[config.mk]
export PLATFORM = sky130hd
export DESIGN_NAME = ib_lut_addr_sched
export DESIGN_NICKNAME = d
export VERILOG_FILES = /design/src/rtl/ib_lut_addr_sched.sv
export SDC_FILE = /design/constraint.sdc
export NUM_CORES = 1
export LEC_CHECK = 0
export ABC_CLOCK_PERIOD_IN_PS = 3000
export CORE_MARGIN = 2
export CORE_UTILIZATION = 46
export CTS_CLUSTER_SIZE = 14
export DETAILED_ROUTE_END_ITERATION = 12
export GPL_ROUTABILITY_DRIVEN = 0
export GPL_TIMING_DRIVEN = 0
export PLACE_DENSITY = 0.8
export REMOVE_ABC_BUFFERS = 1
export SLEW_MARGIN = 10
export SYNTH_ARGS = -nofsm -noshare
export SYNTH_HDL_FRONTEND = slang
export SYNTH_SLANG_ARGS = --single-unit
export TNS_END_PERCENT = 1
[constraint.sdc]
create_clock -name sys_clk -period 3 [get_ports sys_clk]
set_clock_uncertainty 0.15 [all_clocks]
set_input_delay 0.6 -clock sys_clk [delete_from_list [all_inputs] [get_ports sys_clk]]
set_output_delay 0.6 -clock sys_clk [all_outputs]
set_load 0.05 [all_outputs]
[src/rtl/ib_lut_addr_sched.sv]
`timescale 1ns/1ps
`default_nettype none
// ============================================================================
//  Module      : ib_lut_addr_sched
//  Description : Splits a batch of (y0, y1) lookups into LUT page/bank
//                addresses and issues them, limiting accesses per bank per
//                cycle. Optional macro IB_SCHED_CONFLICT_CNT_EN enables the
//                bank-conflict replay counter.
//  Revision    : 1.0 - initial release
// ============================================================================
module ib_lut_addr_sched #(
    parameter int PORT_NUM        = 4,
    parameter int Y0_BW           = 2,
    parameter int Y1_BW           = 2,
    parameter int BANK_BW         = 1,
    parameter int MULTI_FRAME_NUM = 2,
    parameter int BANK_RD_PORTS   = 2,
    localparam int FRAME_BW       = $clog2(MULTI_FRAME_NUM),
    localparam int PAGE_BW        = FRAME_BW + Y0_BW + Y1_BW - BANK_BW
) (
    input  logic                          sys_clk,
    input  logic                          rst,
    input  logic                          in_valid,
    output logic                          in_ready,
    input  logic [PORT_NUM-1:0]           in_en,
    input  logic [FRAME_BW-1:0]           frame_id,
    input  logic [PORT_NUM*Y0_BW-1:0]     y0_in,
    input  logic [PORT_NUM*Y1_BW-1:0]     y1_in,
    output logic [PORT_NUM-1:0]           out_valid,
    output logic [PORT_NUM*PAGE_BW-1:0]   page_addr,
    output logic [PORT_NUM*BANK_BW-1:0]   bank_addr,
    output logic                          out_last,
    output logic [15:0]                   conflict_cnt
);

    localparam int c_NUM_BANK = 2 ** BANK_BW;
    localparam int c_CNT_W    = $clog2(PORT_NUM + BANK_RD_PORTS + 1);
    localparam logic [c_CNT_W-1:0] c_RD_LIMIT = c_CNT_W'(BANK_RD_PORTS);

    localparam logic [0:0] c_ST_IDLE  = 1'b0;
    localparam logic [0:0] c_ST_ISSUE = 1'b1;

    logic [0:0]                  r_state;
    logic [0:0]                  w_state_nxt;
    logic [PORT_NUM-1:0]         r_pending;
    logic [PORT_NUM-1:0]         w_pending_nxt;
    logic [PORT_NUM-1:0]         w_grant;
    logic [PORT_NUM-1:0]         w_remain;
    logic                        w_issue;
    logic                        w_done;
    logic                        w_accept;

    logic [FRAME_BW-1:0]         r_frame;
    logic [PORT_NUM*Y0_BW-1:0]   r_y0;
    logic [PORT_NUM*Y1_BW-1:0]   r_y1;

    logic [PORT_NUM*PAGE_BW-1:0] w_page;
    logic [PORT_NUM*BANK_BW-1:0] w_bank;
    logic [PORT_NUM*PAGE_BW-1:0] r_page;
    logic [PORT_NUM*BANK_BW-1:0] r_bank;
    logic [PORT_NUM-1:0]         r_out_valid;
    logic                        r_out_last;

    logic [c_CNT_W-1:0]          w_bank_cnt [c_NUM_BANK];
    logic [BANK_BW-1:0]          w_sel;

    // Per-lane address split of the latched batch
    generate
        for (genvar p = 0; p < PORT_NUM; p++) begin : g_lane
            assign w_page[p*PAGE_BW +: PAGE_BW] = {r_frame,
                                                   r_y0[p*Y0_BW +: Y0_BW],
                                                   r_y1[p*Y1_BW+BANK_BW +: Y1_BW-BANK_BW]};
            assign w_bank[p*BANK_BW +: BANK_BW] = r_y1[p*Y1_BW +: BANK_BW];
        end
    endgenerate

    // Lowest-index-first arbitration, each bank capped at BANK_RD_PORTS grants
    always_comb begin
        w_grant = '0;
        w_sel   = '0;
        for (int b = 0; b < c_NUM_BANK; b++) begin
            w_bank_cnt[b] = '0;
        end
        for (int p = 0; p < PORT_NUM; p++) begin
            w_sel = w_bank[p*BANK_BW +: BANK_BW];
            if (r_pending[p] && (w_bank_cnt[w_sel] < c_RD_LIMIT)) begin
                w_grant[p]        = 1'b1;
                w_bank_cnt[w_sel] = w_bank_cnt[w_sel] + c_CNT_W'(1);
            end
        end
    end

    assign w_issue  = (r_state == c_ST_ISSUE);
    assign w_remain = r_pending & ~w_grant;
    assign w_done   = (w_remain == '0);
    assign in_ready = !rst && ((r_state == c_ST_IDLE) || w_done);
    assign w_accept = in_valid && in_ready;

    always_comb begin
        w_state_nxt   = r_state;
        w_pending_nxt = r_pending;
        case (r_state)
            c_ST_IDLE: begin
                if (w_accept) begin
                    w_state_nxt   = c_ST_ISSUE;
                    w_pending_nxt = in_en;
                end
            end
            c_ST_ISSUE: begin
                w_pending_nxt = w_remain;
                if (w_accept) begin
                    w_state_nxt   = c_ST_ISSUE;
                    w_pending_nxt = in_en;
                end else if (w_done) begin
                    w_state_nxt = c_ST_IDLE;
                end
            end
            default: begin
                w_state_nxt   = c_ST_IDLE;
                w_pending_nxt = '0;
            end
        endcase
    end

    always_ff @(posedge sys_clk) begin
        if (rst) begin
            r_state   <= c_ST_IDLE;
            r_pending <= '0;
            r_frame   <= '0;
            r_y0      <= '0;
            r_y1      <= '0;
        end else begin
            r_state   <= w_state_nxt;
            r_pending <= w_pending_nxt;
            if (w_accept) begin
                r_frame <= frame_id;
                r_y0    <= y0_in;
                r_y1    <= y1_in;
            end
        end
    end

    // Non-granted lanes keep their last issued address
    always_ff @(posedge sys_clk) begin
        if (rst) begin
            r_out_valid <= '0;
            r_out_last  <= 1'b0;
            r_page      <= '0;
            r_bank      <= '0;
        end else begin
            r_out_valid <= w_issue ? w_grant : '0;
            r_out_last  <= w_issue && w_done;
            for (int p = 0; p < PORT_NUM; p++) begin
                if (w_issue && w_grant[p]) begin
                    r_page[p*PAGE_BW +: PAGE_BW] <= w_page[p*PAGE_BW +: PAGE_BW];
                    r_bank[p*BANK_BW +: BANK_BW] <= w_bank[p*BANK_BW +: BANK_BW];
                end
            end
        end
    end

    assign out_valid = r_out_valid;
    assign out_last  = r_out_last;
    assign page_addr = r_page;
    assign bank_addr = r_bank;

`ifdef IB_SCHED_CONFLICT_CNT_EN
    logic [15:0] r_conflict_cnt;

    always_ff @(posedge sys_clk) begin
        if (rst) begin
            r_conflict_cnt <= '0;
        end else if (w_issue && !w_done && (r_conflict_cnt != 16'hFFFF)) begin
            r_conflict_cnt <= r_conflict_cnt + 16'd1;
        end
    end

    assign conflict_cnt = r_conflict_cnt;
`else
    assign conflict_cnt = 16'd0;
`endif

endmodule
`default_nettype wire
==> results.py <==
metrics = {
    "cells_and_area": {
        "seqCellArea_sq_um": 955,
        "area_growth_pct": 28.8,
        "diodes": 0,
        "multi_input_area_sq_um": 976,
        "final_nets": 307,
        "nFillCells": 402,
        "drive_gt1_frac": 0.0993,
    },
    "route": {
        "wire_per_inst_um": 12.4,
        "via_per_inst": 4.97,
        "drtAntennaViolNets": 0,
        "vias": 1660,
        "drc": 0,
        "first_iter_violations": 91,
        "drt_first_pass_iters": 4,
        "drt-total-wl_um": 4150,
    },
    "power": {
        "p_leak_nw": 1.06,
        "power_density_mw_per_mm2": 486,
        "power.total_w": 0.00129,
        "ir_drop_v": 0.000297,
    },
    "synthesis": {
        "synthTopCellsByArea": "dfxtp_1, mux2i_1, nand2_1, buf_4, a21oi_1",
        "synth_top_cell_area_share": 0.456,
        "synth_most_common_cell": "nand2_1",
        "syn_area_per_cell_sq_um": 8.74,
        "yosysWarningCount": 0,
        "synthTopCellsByCount": "nand2_1, dfxtp_1, mux2i_1, nor2_1, buf_4",
        "mappedNetlistArea_sq_mm": 0.00206,
        "async_flop_share": 0,
        "ys_ff_latch": 47,
        "syn_inst": 236,
        "ys_seq_area_frac": 0.456,
        "yosysTopAreaCell": "dfxtp_1",
        "ys.flop_type": "dfxtp_1",
        "synth_edf_count": 0,
        "yosysUniqueCellTypes": 31,
    },
    "floorplanning": {
        "die_area_sq_mm": 0.00503,
        "die_w_um": 71.0,
        "coreArea_sq_mm": 0.00432,
        "initial_core_util": 0.477,
        "rows": 24,
        "pin_count": 66,
        "die_y_um": 71.0,
    },
    "critical_path": {
        "worst-setup-path-type": "register to output port",
        "critPathLaunchType": "register",
        "crit_path_end_kind": "output port",
        "worstPathArrival_ns": 2.18,
        "critPathLaunch": "r_pending[0]",
        "worstReg2RegStart": "r_pending[0]",
        "cp.required_ns": 2.25,
        "worstPathMaxFanout": 10,
        "worstRegToRegCells": 12,
    },
    "hold_path": {
        "hold_depth": 2,
        "worstHoldStart": "page_addr[6]",
        "worstHoldPathType": "register to register",
    },
    "sta": {
        "period_needed_ns": 2.93,
        "worst_pin_slew_ns": 1.13,
        "setup_viol": 0,
        "drv_slew": 0,
        "max_freq_mhz": 341,
        "whs_ns": 0.307,
        "period_share": 0.978,
        "timing.final.hold_violations": 0,
        "rsz0062_at_grt": "yes",
        "relSlewSlack": 0.244,
    },
    "clock_tree": {
        "cts_root_buffer": "clkbuf_8",
        "cts_tree": "built",
        "htree_num_levels": 2,
        "clk_path_buf_depth": 2,
        "cts_made_buffers": 5,
        "clkSinkCount": 47,
        "path_clk_slew_ns": 0.08,
        "clock_latency_ns": 0.30,
    },
    "global_routing": {
        "grt_pass1_wl_um": 6760,
        "grt_max_degree": 42,
        "grt_pass1_vias": 1526,
        "grt_overflow_total": 0,
        "antenna_found_initial": 0,
        "grt_usage": 0.171,
    },
    "placed_design": {
        "place_hpwl_um": 2760,
        "io_buffers": 49,
    },
    "status": {
        "status": "finished clean",
    },
    "flow_run": {
        "max_cap_viol_count": 0,
    },
}
-- report_power, final --
group / total, W / internal (W) / switching (W)
clock network: 0.000441 / 0.000244 / 0.000197
logic: 0.000183 / 0.0000703 / 0.000113
registers: 0.000667 / 0.000644 / 0.0000225
-- sequential cells by signal, indices dropped and copies added (netlist names) --
signal / count
out_last: 1
r_y1: 8
r_frame: 1
out_valid: 4
bank_addr: 4
r_y0: 8
page_addr: 16
r_pending: 4
r_state: 1
-- cells in the final DEF (no fill, tap or decap), drive strengths merged --
cell,count
a31o,3
bufinv,1
mux2i,27
dfxtp,47
nor4b,2
buf,6
dlymetal6s2s,1
a21oi,16
nand2,55
clkinvlp,2
o22a,1
o22ai,2
xnor2,2
ha,1
clkdlybuf4s50,47
o2111a,1
a31oi,1
nand3,14
and2,1
nor2,17
nor3,3
or3,2
and3,1
a221oi,1
conb,16
nor2b,1
inv,2
clkbuf,6
nor3b,3
-- metrics by stage --
step | instance area (sq um) | TNS, ns | utilization | std cells | worst slack (ns)
3_5_place_dp | 2490 | -4.81 | 0.577 | 323 | -0.560
6_report | 2660 | 0 | 0.614 | 334 | 0.0664
2_1_floorplan | 1910 | -18.42 | - | 220 | -1.00
3_3_place_gp | 2470 | -37.87 | 0.571 | 321 | -2.04
4_1_cts | 2630 | 0 | 0.608 | 333 | 0.0148
5_1_grt | 2660 | -0.0812 | 0.614 | 334 | -0.0812
-- cells by family after synthesis --
family,count (synthesis),synth area share
compound gates,25,0.0801
xor+xnor,2,0.00850
mux,27,0.131
buf+inv,34,0.104
simple gates,99,0.212
fa+ha+maj,1,0.00607
flops,47,0.456
other cells,1,0.00182
-- worst max-delay path: stages (launching register included) --
cell      delay [ns]
dfxtp_4         0.41
nand2_2         0.10
o22ai_1         0.13
nor2_1          0.06
a21oi_1         0.12
nor2_1          0.07
ha_1            0.27
nor2_1          0.09
nand3_1         0.10
o2111a_2        0.21
nor3_2          0.14
buf_6           0.19
-- area by class of cell --
cell class / instances / share of cell area
Multi-Input combinational cell: 170 / 0.367
Clock inverter: 1 / 0.0113
Clock buffer: 6 / 0.0273
Sequential cell: 47 / 0.359
Timing Repair inverter: 1 / 0.00283
Tap cell: 52 / 0.0245
Timing Repair Buffer: 54 / 0.202
Inverter: 3 / 0.00565
-- repair_timing --
action,4_1_cts,5_1_grt
setup endpoints to repair,1,25
hold buffers,0,0
buffers inserted,3,0
gates cloned,0,1
resized for setup,15,7
pin swaps,1,0
-- path summary, 6_finish.rpt --
| kind | end | slack (ns) |
|---|---|---|
| max | in_ready | 0.07 |
| min | page_addr[6] | 0.31 |
| max reg2reg | r_y1[7] | 0.34 |
| min reg2reg | page_addr[6] | 0.31 |
-- metal layers --
metal | up-vias | share of wire | track usage | routed length (um)
li1 | 848 | - | - | -
met1 | 759 | 0.43 | 0.201 | 1810
met2 | 44 | 0.49 | 0.288 | 2020
met3 | 9 | 0.063 | 0.0627 | 260
met4 | 0 | 0.015 | 0.0566 | 61
met5 | - | 0 | 0 | 0
No activity file was read; power rests on OpenSTA's default activity.
